$ cat src/rtl/keynsham_ldst_defs.sv
// Shared definitions for the Keynsham load/store unit: access width
// encodings, FSM state encodings and the default bus timeout.
package keynsham_ldst_defs;

  typedef enum logic [1:0] {
    W_BYTE = 2'b00,
    W_HALF = 2'b01,
    W_WORD = 2'b10,
    W_RSVD = 2'b11
  } width_e;

  typedef enum logic [2:0] {
    S_IDLE   = 3'd0,
    S_STROBE = 3'd1,
    S_WAIT   = 3'd2,
    S_RESP   = 3'd3,
    S_FAULT  = 3'd4
  } state_e;

  localparam int DEFAULT_TIMEOUT_CYCLES = 255;

endpackage

$ cat src/rtl/keynsham_ldst_align.sv
// Combinational lane logic for the load/store unit: byte-enable generation,
// store-data lane replication, misalignment detection, and load lane
// extraction with zero/sign extension.
module keynsham_ldst_align
  import keynsham_ldst_defs::*;
(
  input  logic [1:0]  addr_lo,
  input  logic [1:0]  width,
  input  logic [31:0] wr_val,
  output logic [3:0]  bytesel,
  output logic [31:0] wr_rep,
  output logic        misaligned,
  input  logic [1:0]  ld_off,
  input  logic [1:0]  ld_width,
  input  logic        ld_signed,
  input  logic [31:0] ld_data,
  output logic [31:0] ld_val
);

  logic [31:0] shifted;

  // Request side: enables, replicated store data and the alignment check.
  always_comb begin
    bytesel    = 4'b0000;
    wr_rep     = 32'h0;
    misaligned = 1'b0;
    case (width)
      W_BYTE: begin
        bytesel = 4'b0001 << addr_lo;
        wr_rep  = {4{wr_val[7:0]}};
      end
      W_HALF: begin
        bytesel    = addr_lo[1] ? 4'b1100 : 4'b0011;
        wr_rep     = {2{wr_val[15:0]}};
        misaligned = addr_lo[0];
      end
      W_WORD: begin
        bytesel    = 4'b1111;
        wr_rep     = wr_val;
        misaligned = |addr_lo;
      end
      default: misaligned = 1'b1;
    endcase
  end

  // Load side: bring the addressed lane down to bit 0, then extend.
  always_comb begin
    shifted = ld_data >> {ld_off, 3'b000};
    case (ld_width)
      W_BYTE:  ld_val = {{24{ld_signed & shifted[7]}}, shifted[7:0]};
      W_HALF:  ld_val = {{16{ld_signed & shifted[15]}}, shifted[15:0]};
      default: ld_val = shifted;
    endcase
  end

endmodule

$ cat src/rtl/keynsham_ldst.sv
// Keynsham load/store unit. Turns one execute-stage request into a single
// strobed data-bus transaction and returns aligned, extended load data.
// Handshake: a request is accepted on a cycle where req_valid and req_ready
// are both high; req_ready is high only in IDLE, so at most one request is
// ever in flight. done is a one-cycle pulse, err qualifies it.
// Optional feature: define KEYNSHAM_LDST_TIMEOUT_EN to bound the WAIT state
// by TIMEOUT_CYCLES; without it WAIT holds until d_ack.
module keynsham_ldst
  import keynsham_ldst_defs::*;
#(
  parameter int TIMEOUT_CYCLES = DEFAULT_TIMEOUT_CYCLES
) (
  input  logic        clk,
  input  logic        rst_n,
  input  logic        req_valid,
  output logic        req_ready,
  input  logic        req_wr,
  input  logic [31:0] req_addr,
  input  logic [1:0]  req_width,
  input  logic        req_signed,
  input  logic [31:0] req_wr_val,
  output logic        done,
  output logic        err,
  output logic [31:0] rd_val,
  output logic        d_access,
  output logic [31:0] d_addr,
  output logic [3:0]  d_bytesel,
  output logic [31:0] d_wr_val,
  output logic        d_wr_en,
  input  logic [31:0] d_data,
  input  logic        d_ack
);

  state_e      state;
  logic [1:0]  width_q;
  logic [1:0]  off_q;
  logic        signed_q;
  logic        wr_q;
  logic [3:0]  bytesel_c;
  logic [31:0] wr_rep_c;
  logic        mis_c;
  logic [31:0] ld_val_c;
  logic        timeout_hit;

  assign req_ready = (state == S_IDLE);

  keynsham_ldst_align u_align (
    .addr_lo    (req_addr[1:0]),
    .width      (req_width),
    .wr_val     (req_wr_val),
    .bytesel    (bytesel_c),
    .wr_rep     (wr_rep_c),
    .misaligned (mis_c),
    .ld_off     (off_q),
    .ld_width   (width_q),
    .ld_signed  (signed_q),
    .ld_data    (d_data),
    .ld_val     (ld_val_c)
  );

`ifdef KEYNSHAM_LDST_TIMEOUT_EN
  localparam int CNT_W = ($clog2(TIMEOUT_CYCLES + 1) > 8) ? $clog2(TIMEOUT_CYCLES + 1) : 8;
  logic [CNT_W-1:0] wait_cnt;

  // The count equals the number of WAIT cycles already spent; the last
  // allowed WAIT cycle is the one where it reaches TIMEOUT_CYCLES-1.
  assign timeout_hit = (wait_cnt == CNT_W'(TIMEOUT_CYCLES - 1));

  // Count WAIT cycles, restarting from zero in every STROBE.
  always_ff @(posedge clk or negedge rst_n) begin
    if (!rst_n) begin
      wait_cnt <= '0;
    end else if (state == S_STROBE) begin
      wait_cnt <= '0;
    end else if (state == S_WAIT) begin
      wait_cnt <= wait_cnt + CNT_W'(1);
    end
  end
`else
  assign timeout_hit = 1'b0;
`endif

  // Main FSM; every output except req_ready is registered on state entry.
  always_ff @(posedge clk or negedge rst_n) begin
    if (!rst_n) begin
      state     <= S_IDLE;
      done      <= 1'b0;
      err       <= 1'b0;
      rd_val    <= 32'h0;
      d_access  <= 1'b0;
      d_wr_en   <= 1'b0;
      d_addr    <= 32'h0;
      d_bytesel <= 4'b0000;
      d_wr_val  <= 32'h0;
      width_q   <= 2'b00;
      off_q     <= 2'b00;
      signed_q  <= 1'b0;
      wr_q      <= 1'b0;
    end else begin
      done     <= 1'b0;
      err      <= 1'b0;
      d_access <= 1'b0;
      d_wr_en  <= 1'b0;
      case (state)
        S_IDLE: begin
          if (req_valid) begin
            if (mis_c) begin
              // Misaligned requests never reach the bus.
              state  <= S_FAULT;
              done   <= 1'b1;
              err    <= 1'b1;
              rd_val <= 32'h0;
            end else begin
              state     <= S_STROBE;
              d_access  <= 1'b1;
              d_wr_en   <= req_wr;
              d_addr    <= {req_addr[31:2], 2'b00};
              d_bytesel <= bytesel_c;
              d_wr_val  <= wr_rep_c;
              width_q   <= req_width;
              off_q     <= req_addr[1:0];
              signed_q  <= req_signed;
              wr_q      <= req_wr;
            end
          end
        end
        S_STROBE: state <= S_WAIT;
        S_WAIT: begin
          // Ack takes priority over a timeout landing in the same cycle.
          if (d_ack) begin
            state  <= S_RESP;
            done   <= 1'b1;
            rd_val <= wr_q ? 32'h0 : ld_val_c;
          end else if (timeout_hit) begin
            state  <= S_FAULT;
            done   <= 1'b1;
            err    <= 1'b1;
            rd_val <= 32'h0;
          end
        end
        S_RESP:  state <= S_IDLE;
        S_FAULT: state <= S_IDLE;
        default: state <= S_IDLE;
      endcase
    end
  end

endmodule

$ cat config.mk
export PLATFORM = sky130hd
export DESIGN_NAME = keynsham_ldst
export DESIGN_NICKNAME = d
export VERILOG_FILES = /design/src/rtl/keynsham_ldst_defs.sv /design/src/rtl/keynsham_ldst_align.sv /design/src/rtl/keynsham_ldst.sv
export SDC_FILE = /design/constraint.sdc
export NUM_CORES = 1
export LEC_CHECK = 0
export ABC_CLOCK_PERIOD_IN_PS = 4200
export CORE_MARGIN = 8
export CORE_UTILIZATION = 47
export DETAILED_ROUTE_END_ITERATION = 7
export GPL_ROUTABILITY_DRIVEN = 0
export PLACE_DENSITY = 0.83
export SLEW_MARGIN = 20
export SYNTH_ARGS = -nofsm -noshare
export SYNTH_HDL_FRONTEND = slang
export SYNTH_SLANG_ARGS = --single-unit
export TNS_END_PERCENT = 1
$ cat constraint.sdc
create_clock -name clk -period 4.2 [get_ports clk]
set_clock_uncertainty 0.05 [all_clocks]
set_input_delay 0.63 -clock clk [delete_from_list [all_inputs] [get_ports clk]]
set_output_delay 0.63 -clock clk [all_outputs]
set_load 0.005 [all_outputs]
# == Word-level counts from Yosys, hierarchy flattened ==
# Index checks and enable logic that the tools add are counted.
# classes
n_eq_ne,8
shift,2
muxes,25
bitwise_logic,3
n_reduce_logical,8
# ops
op,n
$mux 32,4
$pmux 32 s2,2
$pmux 32 s3,1
$shr 32x5->32,1
$pmux 4 s3,1
$mux 1,10
$mux 3,3
$pmux 3 s3,1
$eq 2x1->1 const B,2
$logic_not 2->1,2
$mux 4,1
$ne 2x2->1 const B,2
$reduce_and 4->1,1
$shl 1x2->4 const A,1
$eq 3x1->1 const B,1
$eq 3x2->1 const B,1
$logic_not 3->1,1
$pmux 1 s3,1
$reduce_and 3->1,1
$and 1x1->1,2
$eq 2x2->1 const B,1
$ne 2x1->1 const B,1
$pmux 1 s2,1
$reduce_and 2->1,1
other kinds (3),3
# totals
register_bits,111
out_inout_bits,105

# == Logic depth before layout (Yosys ltp) ==
# Gate-level depths: netlist of run 1.
# depth
ltp_word,6
mapped_depth,7
ltp_nobuf,4

# == By module ==
# Synthesis of run 1 repeated with hierarchy kept, for this count alone.
# hier_totals
cells_unflattened,516
area_unflattened_um2,5586.6
# modules_own_cells
module,n_inst,cells_per_inst,area_each_um2,seq_area_each_um2
keynsham_ldst,1,322,4314.1,2777.7
keynsham_ldst_align,1,194,1272.5,0.0

# == Least setup slack after synthesis of run 1 ==
# No wires, ideal clock.
# synth_path
kind,input port to flip-flop
start,input port req_valid
end,register d_addr[10]
setup_time_ns,0.125
arrival_time_ns,1.860
required_ns,4.025
path_slack_ns,2.165
stages,5
n_path_buf,2
cell_sequence,or4b_4 -> o21bai_4 -> buf_6 -> buf_6 -> mux2_4
# synth_between
elab_chain_cells,1
# synth_rtl
element,line_no,rtl
start: declaration,keynsham_ldst.sv:15,"input logic req_valid,"
$reduce_and 3->1 (no source line),--,
end signal: assignment,keynsham_ldst.sv:117,"d_addr <= {req_addr[31:2], 2'b00};"
end: declaration,keynsham_ldst.sv:26,"output logic [31:0] d_addr,"
# No other way between the ends.
# A chain may end at the register's enable or synchronous reset.

# == Worst setup path in the final report of run 1 ==
# layout_path
start,register off_q[0]
end,register rd_val[25]
# layout_between
elab_chain_cells,6
word_cells_on_any_way,7
# layout_rtl
element,line_no,rtl
start: declaration,keynsham_ldst.sv:36,logic [1:0] off_q;
start signal: assignment,keynsham_ldst.sv:121,off_q <= req_addr[1:0];
$shr 32x5->32 *,keynsham_ldst_align.sv:48,"shifted = ld_data >> {ld_off, 3'b000};"
$and 1x1->1 (on tied branches),"keynsham_ldst_align.sv:51, keynsham_ldst_align.sv:50",
$pmux 32 s2 *,keynsham_ldst_align.sv:49,case (ld_width)
$mux 32 *,keynsham_ldst.sv:133,rd_val <= wr_q ? 32'h0 : ld_val_c;
$mux 32 *,keynsham_ldst.sv:130,if (d_ack) begin
$pmux 32 s2 *,keynsham_ldst.sv:104,case (state)
end signal: assignment,keynsham_ldst.sv:133,
end: declaration,keynsham_ldst.sv:24,"output logic [31:0] rd_val,"
# Every way passes the cells marked *; elsewhere a longest branch is shown, timed or not. The select of a mux whose other input is x is not followed.

==> flow_summary.yaml, run 1 <==
status:
  status: "finished, final reports clean"
pwr:
  powerDensity_nw_per_um2: 632
  ir_worst_vdd_mv: 0.359
  power_mw: 4.74
  p_leak_nw: 3.42
routing:
  post-route-drc-count: 0
  vias: 4261
  wl_um: 15100
  wl_per_cell_um: 19.5
  ant_nets: 0
  drt_first_iter_violations: 246
  first_pass_iters: 4
  viasPerCell: 5.48
critical_path:
  crit_fanout: 28
  crit_slowest_cell: "dfrtp_1"
  critPathLaunchType: "flip-flop"
  required_ps: 4450
  path_class: "flip-flop to flip-flop"
  endpoint_kind: "flip-flop"
  crit_arrival_ps: 2920
  crit_chain: "mux4_2, nor2_2, a2111oi_4, a221o_1"
  critical_path.max_stage_delay_ps: 980
final_layout:
  fin_util: 0.698
  fin_area_um2: 7500
  fillCellCount: 825
  nNetsFinal: 736
  drive_above_1_share: 0.111
  syn_to_final_growth_pct: 45.6
  diodes: 0
floorplanning:
  dieWidth_um: 121
  core_area_um2: 10700
  dieArea_um2: 14600
  rows: 38
  die_height_um: 121
  initial_core_util: 0.479
  ios: 209
run:
  max_cap_violations: 0
sta:
  tightest_slew_ps: 949
  rsz0062_at_grt: "false"
  timing.final.crit_share: 0.635
  fin_setup_tns_ps: 0
  hold_viol: 0
  setup_viol: 0
  fmax_ghz: 0.375
  timing.slew.headroom: 0.367
  slew_violations: 0
  min_period_ps: 2670
logic_synthesis:
  yosysMostFrequentCell: "dfrtp_1"
  seq_area_frac_synth: 0.539
  yosysTopAreaCell: "dfrtp_1"
  syn_inst: 441
  async_flop_share: 1.00
  ys_warn_count: 0
  synthDistinctLibCells: 41
  synth_edf_count: 0
  synthFlopType: "dfrtp_1"
  syn_avg_cell_area_um2: 11.7
  synth_top_area_frac: 0.539
  synth_seq_cells: 111
  synth_area_leaders: "dfrtp_1 54%, mux2_4 9.6%, mux2i_1 4.5%, o21ai_0 4.0%, nand2_1 3.6%"
  synth_top_cells_by_count: "111 x dfrtp_1, 49 x nand2_1, 41 x o21ai_0"
  syn-cell-area_um2: 5150
grt:
  met3_usage: 0.0695
  antenna_found_initial: 0
  gr-total-overflow: 0
  track_usage: 0.207
  grtUsageMet1: 0.258
  met2_usage: 0.334
  grt_max_degree: 88
  grt_busiest_layer: "met2"
  grt_pass1_vias: 4478
  grt_pass1_wl_um: 24200
clock_network:
  cts_root_buffer: "clkbuf_8"
  htree_levels: 3
  cts-resized-gates: 0
  cts_hold_buf: 0
  clk_latency_ps: 360
  numCtsBuffers: 9
  cts_tree: "yes"
  clock_sinks: 111
  cts_setup_buffers: 0
  path_clk_slew_ps: 100
  clockBufferDepth: 2
placement:
  place.port_buffers: 206
  hpwlAfterDp_um: 11500
  placedInstanceArea_um2: 7250
min_path:
  worstHoldPathType: "input pin to asynchronous set/reset pin"
## critical path: cells and delay by family, from the launching register on
| kind | cells | cell delay, ps |
|---|---|---|
| compound gates | 2 | 1080 |
| flops | 1 | 980 |
| mux | 1 | 420 |
| simple gates | 1 | 60 |
## cell usage in the layout (no fill, tap or decap), drive strengths merged
cell | netlist | final
xnor2 | 1 | 1
nand3 | 1 | 1
nor2b | 12 | 12
nor2 | 27 | 27
mux2 | 41 | 41
a2bb2oi | 1 | 1
dfrtp | 111 | 111
and3 | 1 | 1
a21boi | 1 | 1
clkinv | 0 | 1
o21ai | 41 | 41
nand2 | 49 | 49
a211oi | 5 | 5
o2bb2ai | 7 | 7
buf | 18 | 8
nand4bb | 1 | 1
clkinvlp | 0 | 1
a211o | 8 | 8
a2111oi | 2 | 2
a22o | 8 | 8
and4bb | 1 | 1
xor2 | 1 | 1
bufinv | 0 | 3
conb | 1 | 2
a221o | 9 | 9
nor3 | 5 | 5
clkbuf | 16 | 11
mux4 | 1 | 1
a21oi | 26 | 26
inv | 9 | 9
a221oi | 7 | 7
clkdlybuf4s50 | 0 | 205
or4b | 1 | 1
mux2i | 23 | 23
o21bai | 1 | 1
nand2b | 3 | 3
a21o | 2 | 2
## power by group
group          internal, mW  switching (mW)  leakage (nW)  total, mW
registers              1.52           0.366          1.41       1.88
clock network         0.398           0.352         0.114      0.750
logic                  1.36           0.743          1.90       2.11
## cells by family after synthesis
family | after synthesis | synth area share
multiplexers | 65 | 0.163
XOR/XNOR | 2 | 0.00340
other | 1 | 0.000728
buffers and inverters | 43 | 0.0452
AO/OA/AOI/OAI | 118 | 0.158
AND/OR/NAND/NOR | 101 | 0.0909
flip-flops | 111 | 0.539
## cell type report
cell class                 instances  area (um^2)  share of cell area
clock buffer                      11          131              0.0175
multi-input combinational        288         2140               0.286
tap                              140          175              0.0234
sequential                       111         2780               0.371
inverter                           9         33.8             0.00451
timing repair buffer             213         2130               0.284
clock inverter                     5          106              0.0142
## final timing paths
| check | endpoint | cells after the start | start | slack [ps] |
|---|---|---|---|---|
| setup / recovery | rd_val[25] | 4 | off_q[0] | 1530 |
| hold / removal | d_addr[25] | 1 | rst_n | 270 |
| setup reg to reg | rd_val[25] | 4 | off_q[0] | 1530 |
| hold reg to reg | d_wr_val[28] | 2 | d_wr_val[28] | 440 |
| max in group asynchronous | rd_val[4] | 2 | rst_n | 2980 |
| min in group clk | d_wr_val[28] | 2 | d_wr_val[28] | 440 |
## flip-flops by register name, summed over array words and instances (netlist names)
name and count:
state 3, done 1, err 1, off_q 2, signed_q 1, d_wr_val 32, wr_q 1, rd_val 32
d_wr_en 1, d_bytesel 4, d_addr 30, width_q 2, d_access 1
## stage by stage
stage,instances,hold WS [ps],setup slack [ps]
floorplan,442,284,2160
global route,777,323,1380
detailed placement,761,415,1320
finish,777,267,1530
global placement,761,410,1400
CTS,777,443,1510
## per-layer routing
metal,vias to the layer above,wire length [um]
met5,-,0
met1,2086,6360
li1,1941,-
met4,0,245
met2,211,7100
met3,23,1430
(Power assumes the default switching activity.)
==> inputs of run 2 (changes only) <==
--- a/config.mk
+++ b/config.mk
@@ -5,12 +5,12 @@
 export SDC_FILE = /design/constraint.sdc
 export NUM_CORES = 1
 export LEC_CHECK = 0
-export ABC_CLOCK_PERIOD_IN_PS = 4200
+export ABC_CLOCK_PERIOD_IN_PS = 2660
 export CORE_MARGIN = 8
-export CORE_UTILIZATION = 47
+export CORE_UTILIZATION = 44
 export DETAILED_ROUTE_END_ITERATION = 7
 export GPL_ROUTABILITY_DRIVEN = 0
-export PLACE_DENSITY = 0.83
+export PLACE_DENSITY = 0.79
 export SLEW_MARGIN = 20
 export SYNTH_ARGS = -nofsm -noshare
 export SYNTH_HDL_FRONTEND = slang
==> constraint.sdc (replaced) <==
create_clock -name clk -period 2.66 [get_ports clk]
set_clock_uncertainty 0.05 [all_clocks]
set_input_delay 0.399 -clock clk [delete_from_list [all_inputs] [get_ports clk]]
set_output_delay 0.399 -clock clk [all_outputs]
set_load 0.005 [all_outputs]
==> run 2 against run 1 <==
- worst setup slack got worse by 1100 ps
- power grew 64%
- combinational power rose by 66%
- global-route usage shrank 0.31 points
- first-iteration DRC count increased by 11%
- design area up 1.9%
- via count rose by 1.0%
- critical path type unchanged
- critical endpoint is now rd_val[26]
- largest power group unchanged
- highest routed layer unchanged
==> flow_summary.yaml, run 2 (same netlist as run 1, synthesis figures left out) <==
status:
  status: "finished, final reports clean"
clock_network:
  clk_latency_ps: 350
  cts_root_buffer: "clkbuf_16"
  clock_sinks: 111
  cts_hold_buf: 1
  cts-resized-gates: 0
  numCtsBuffers: 9
  clockBufferDepth: 2
  path_clk_slew_ps: 70
  cts_setup_buffers: 0
  cts_tree: "yes"
  htree_levels: 3
floorplanning:
  core_area_um2: 11400
  die_height_um: 124
  initial_core_util: 0.451
  ios: 209
  dieArea_um2: 15400
  rows: 39
  dieWidth_um: 124
routing:
  wl_per_cell_um: 20.2
  first_pass_iters: 4
  drt_first_iter_violations: 274
  post-route-drc-count: 0
  viasPerCell: 5.47
  wl_um: 15900
  ant_nets: 0
  vias: 4305
critical_path:
  crit_fanout: 16
  path_class: "flip-flop to flip-flop"
  required_ps: 2900
  regToRegSetupSlack_ps: 390
  reg2regPathDepth: 5
  rr_endpoint: "rd_val[26]"
  endpoint_kind: "flip-flop"
  critPathLaunchType: "flip-flop"
  crit_arrival_ps: 2500
  r2r_start: "off_q[1]"
placement:
  pre_cts_ws_ps: 207
  place.port_buffers: 206
  hpwlAfterDp_um: 11900
grt:
  track_usage: 0.204
  grt_max_degree: 83
  grt_pass1_wl_um: 24400
  antenna_found_initial: 0
  grt_pass1_vias: 4543
  gr-total-overflow: 0
sta:
  timing.final.crit_share: 0.852
  slew_violations: 0
  tightest_slew_ps: 924
  timing.slew.headroom: 0.384
  setup_viol: 0
  rsz0062_at_grt: "false"
  fmax_ghz: 0.441
  min_period_ps: 2270
  layout_setup_ws_ps: 394
  fin_setup_tns_ps: 0
  hold_viol: 0
final_layout:
  nNetsFinal: 743
  syn_to_final_growth_pct: 48.3
  drive_above_1_share: 0.121
  diodes: 0
  final_common_cell: "clkdlybuf4s50_1"
  final_cell_mix: "205 x clkdlybuf4s50_1, 111 x dfrtp_1, 49 x nand2_1, 41 x o21ai_0, 33 x mux2_4"
  reg_top3: "d_wr_val x32, rd_val x32, d_addr x30"
  fillCellCount: 867
  fin_util: 0.669
pwr:
  p_seq_frac: 0.372
  p_int_mw: 5.33
  p_leak_nw: 3.48
  powerDensity_nw_per_um2: 1020
  switchingPower_mw: 2.44
  power_mw: 7.77
  p_clk_frac: 0.176
  switching_share: 0.314
  ir_worst_vdd_mv: 0.850
  comb_power_share: 0.452
min_path:
  hold_end: "d_wr_val[26]"
  holdPathStages: 2
  worstHoldPathType: "flip-flop to flip-flop"
  min_from: "d_wr_val[26]"
run:
  max_cap_violations: 0
-- run 2: how the worst max path moves through the flow --
stage / startpoint / endpoint / slack (ps) / cells after the start
5_1_grt: off_q[1] / rd_val[26] / 220 / 5
6_report: off_q[1] / rd_val[26] / 390 / 5
3_3_place_gp: req_valid / rd_val[15] / 260 / 6
3_5_place_dp: d_data[31] / rd_val[25] / 210 / 5
4_1_cts: off_q[1] / rd_val[26] / 400 / 5
2_1_floorplan: state[2] / d_addr[10] / 770 / 5
-- run 2: power groups by stage --
stage	combinational, mW	sequential, mW	clock (mW)
finish	3.51	2.89	1.37
detailed placement	3.54	2.90	0
global route	3.79	2.97	1.47
floorplan	1.59	2.85	0
global placement	3.44	2.87	0
CTS	3.55	2.89	1.40
-- run 2: final cells by class --
cell class	count	area (um^2)	share of cell area
Sequential cell	111	2780	0.364
Timing Repair Buffer	220	2200	0.289
Multi-Input combinational cell	288	2140	0.281
Clock buffer	10	229	0.0300
Tap cell	143	179	0.0234
Clock inverter	6	71.3	0.00934
Inverter	9	33.8	0.00442
-- run 2: metal layers --
| metal | GRT usage | wire length (um) | part of all wire | up-vias |
|---|---|---|---|---|
| li1 | - | - | - | 1960 |
| met1 | 0.235 | 6200 | 0.39 | 2127 |
| met2 | 0.331 | 7400 | 0.47 | 193 |
| met3 | 0.0988 | 1990 | 0.13 | 25 |
| met4 | 0.0610 | 307 | 0.019 | 0 |
| met5 | 0 | 0 | 0 | - |
-- run 2: critical path, cell delays in order (launching register included) --
cell	delay, ps
dfrtp_1	440
buf_4	240
nor2b_1	190
a2bb2oi_1	150
a2111oi_4	890
a221o_1	220
-- run 2: metrics by stage --
step / hold slack (ps) / instance area, um^2 / instances
2_1_floorplan: 53.4 / 5150 / 442
6_report: 438 / 7640 / 787
3_3_place_gp: 355 / 7330 / 770
4_1_cts: 441 / 7640 / 787
5_1_grt: 454 / 7640 / 787
3_5_place_dp: 364 / 7330 / 770
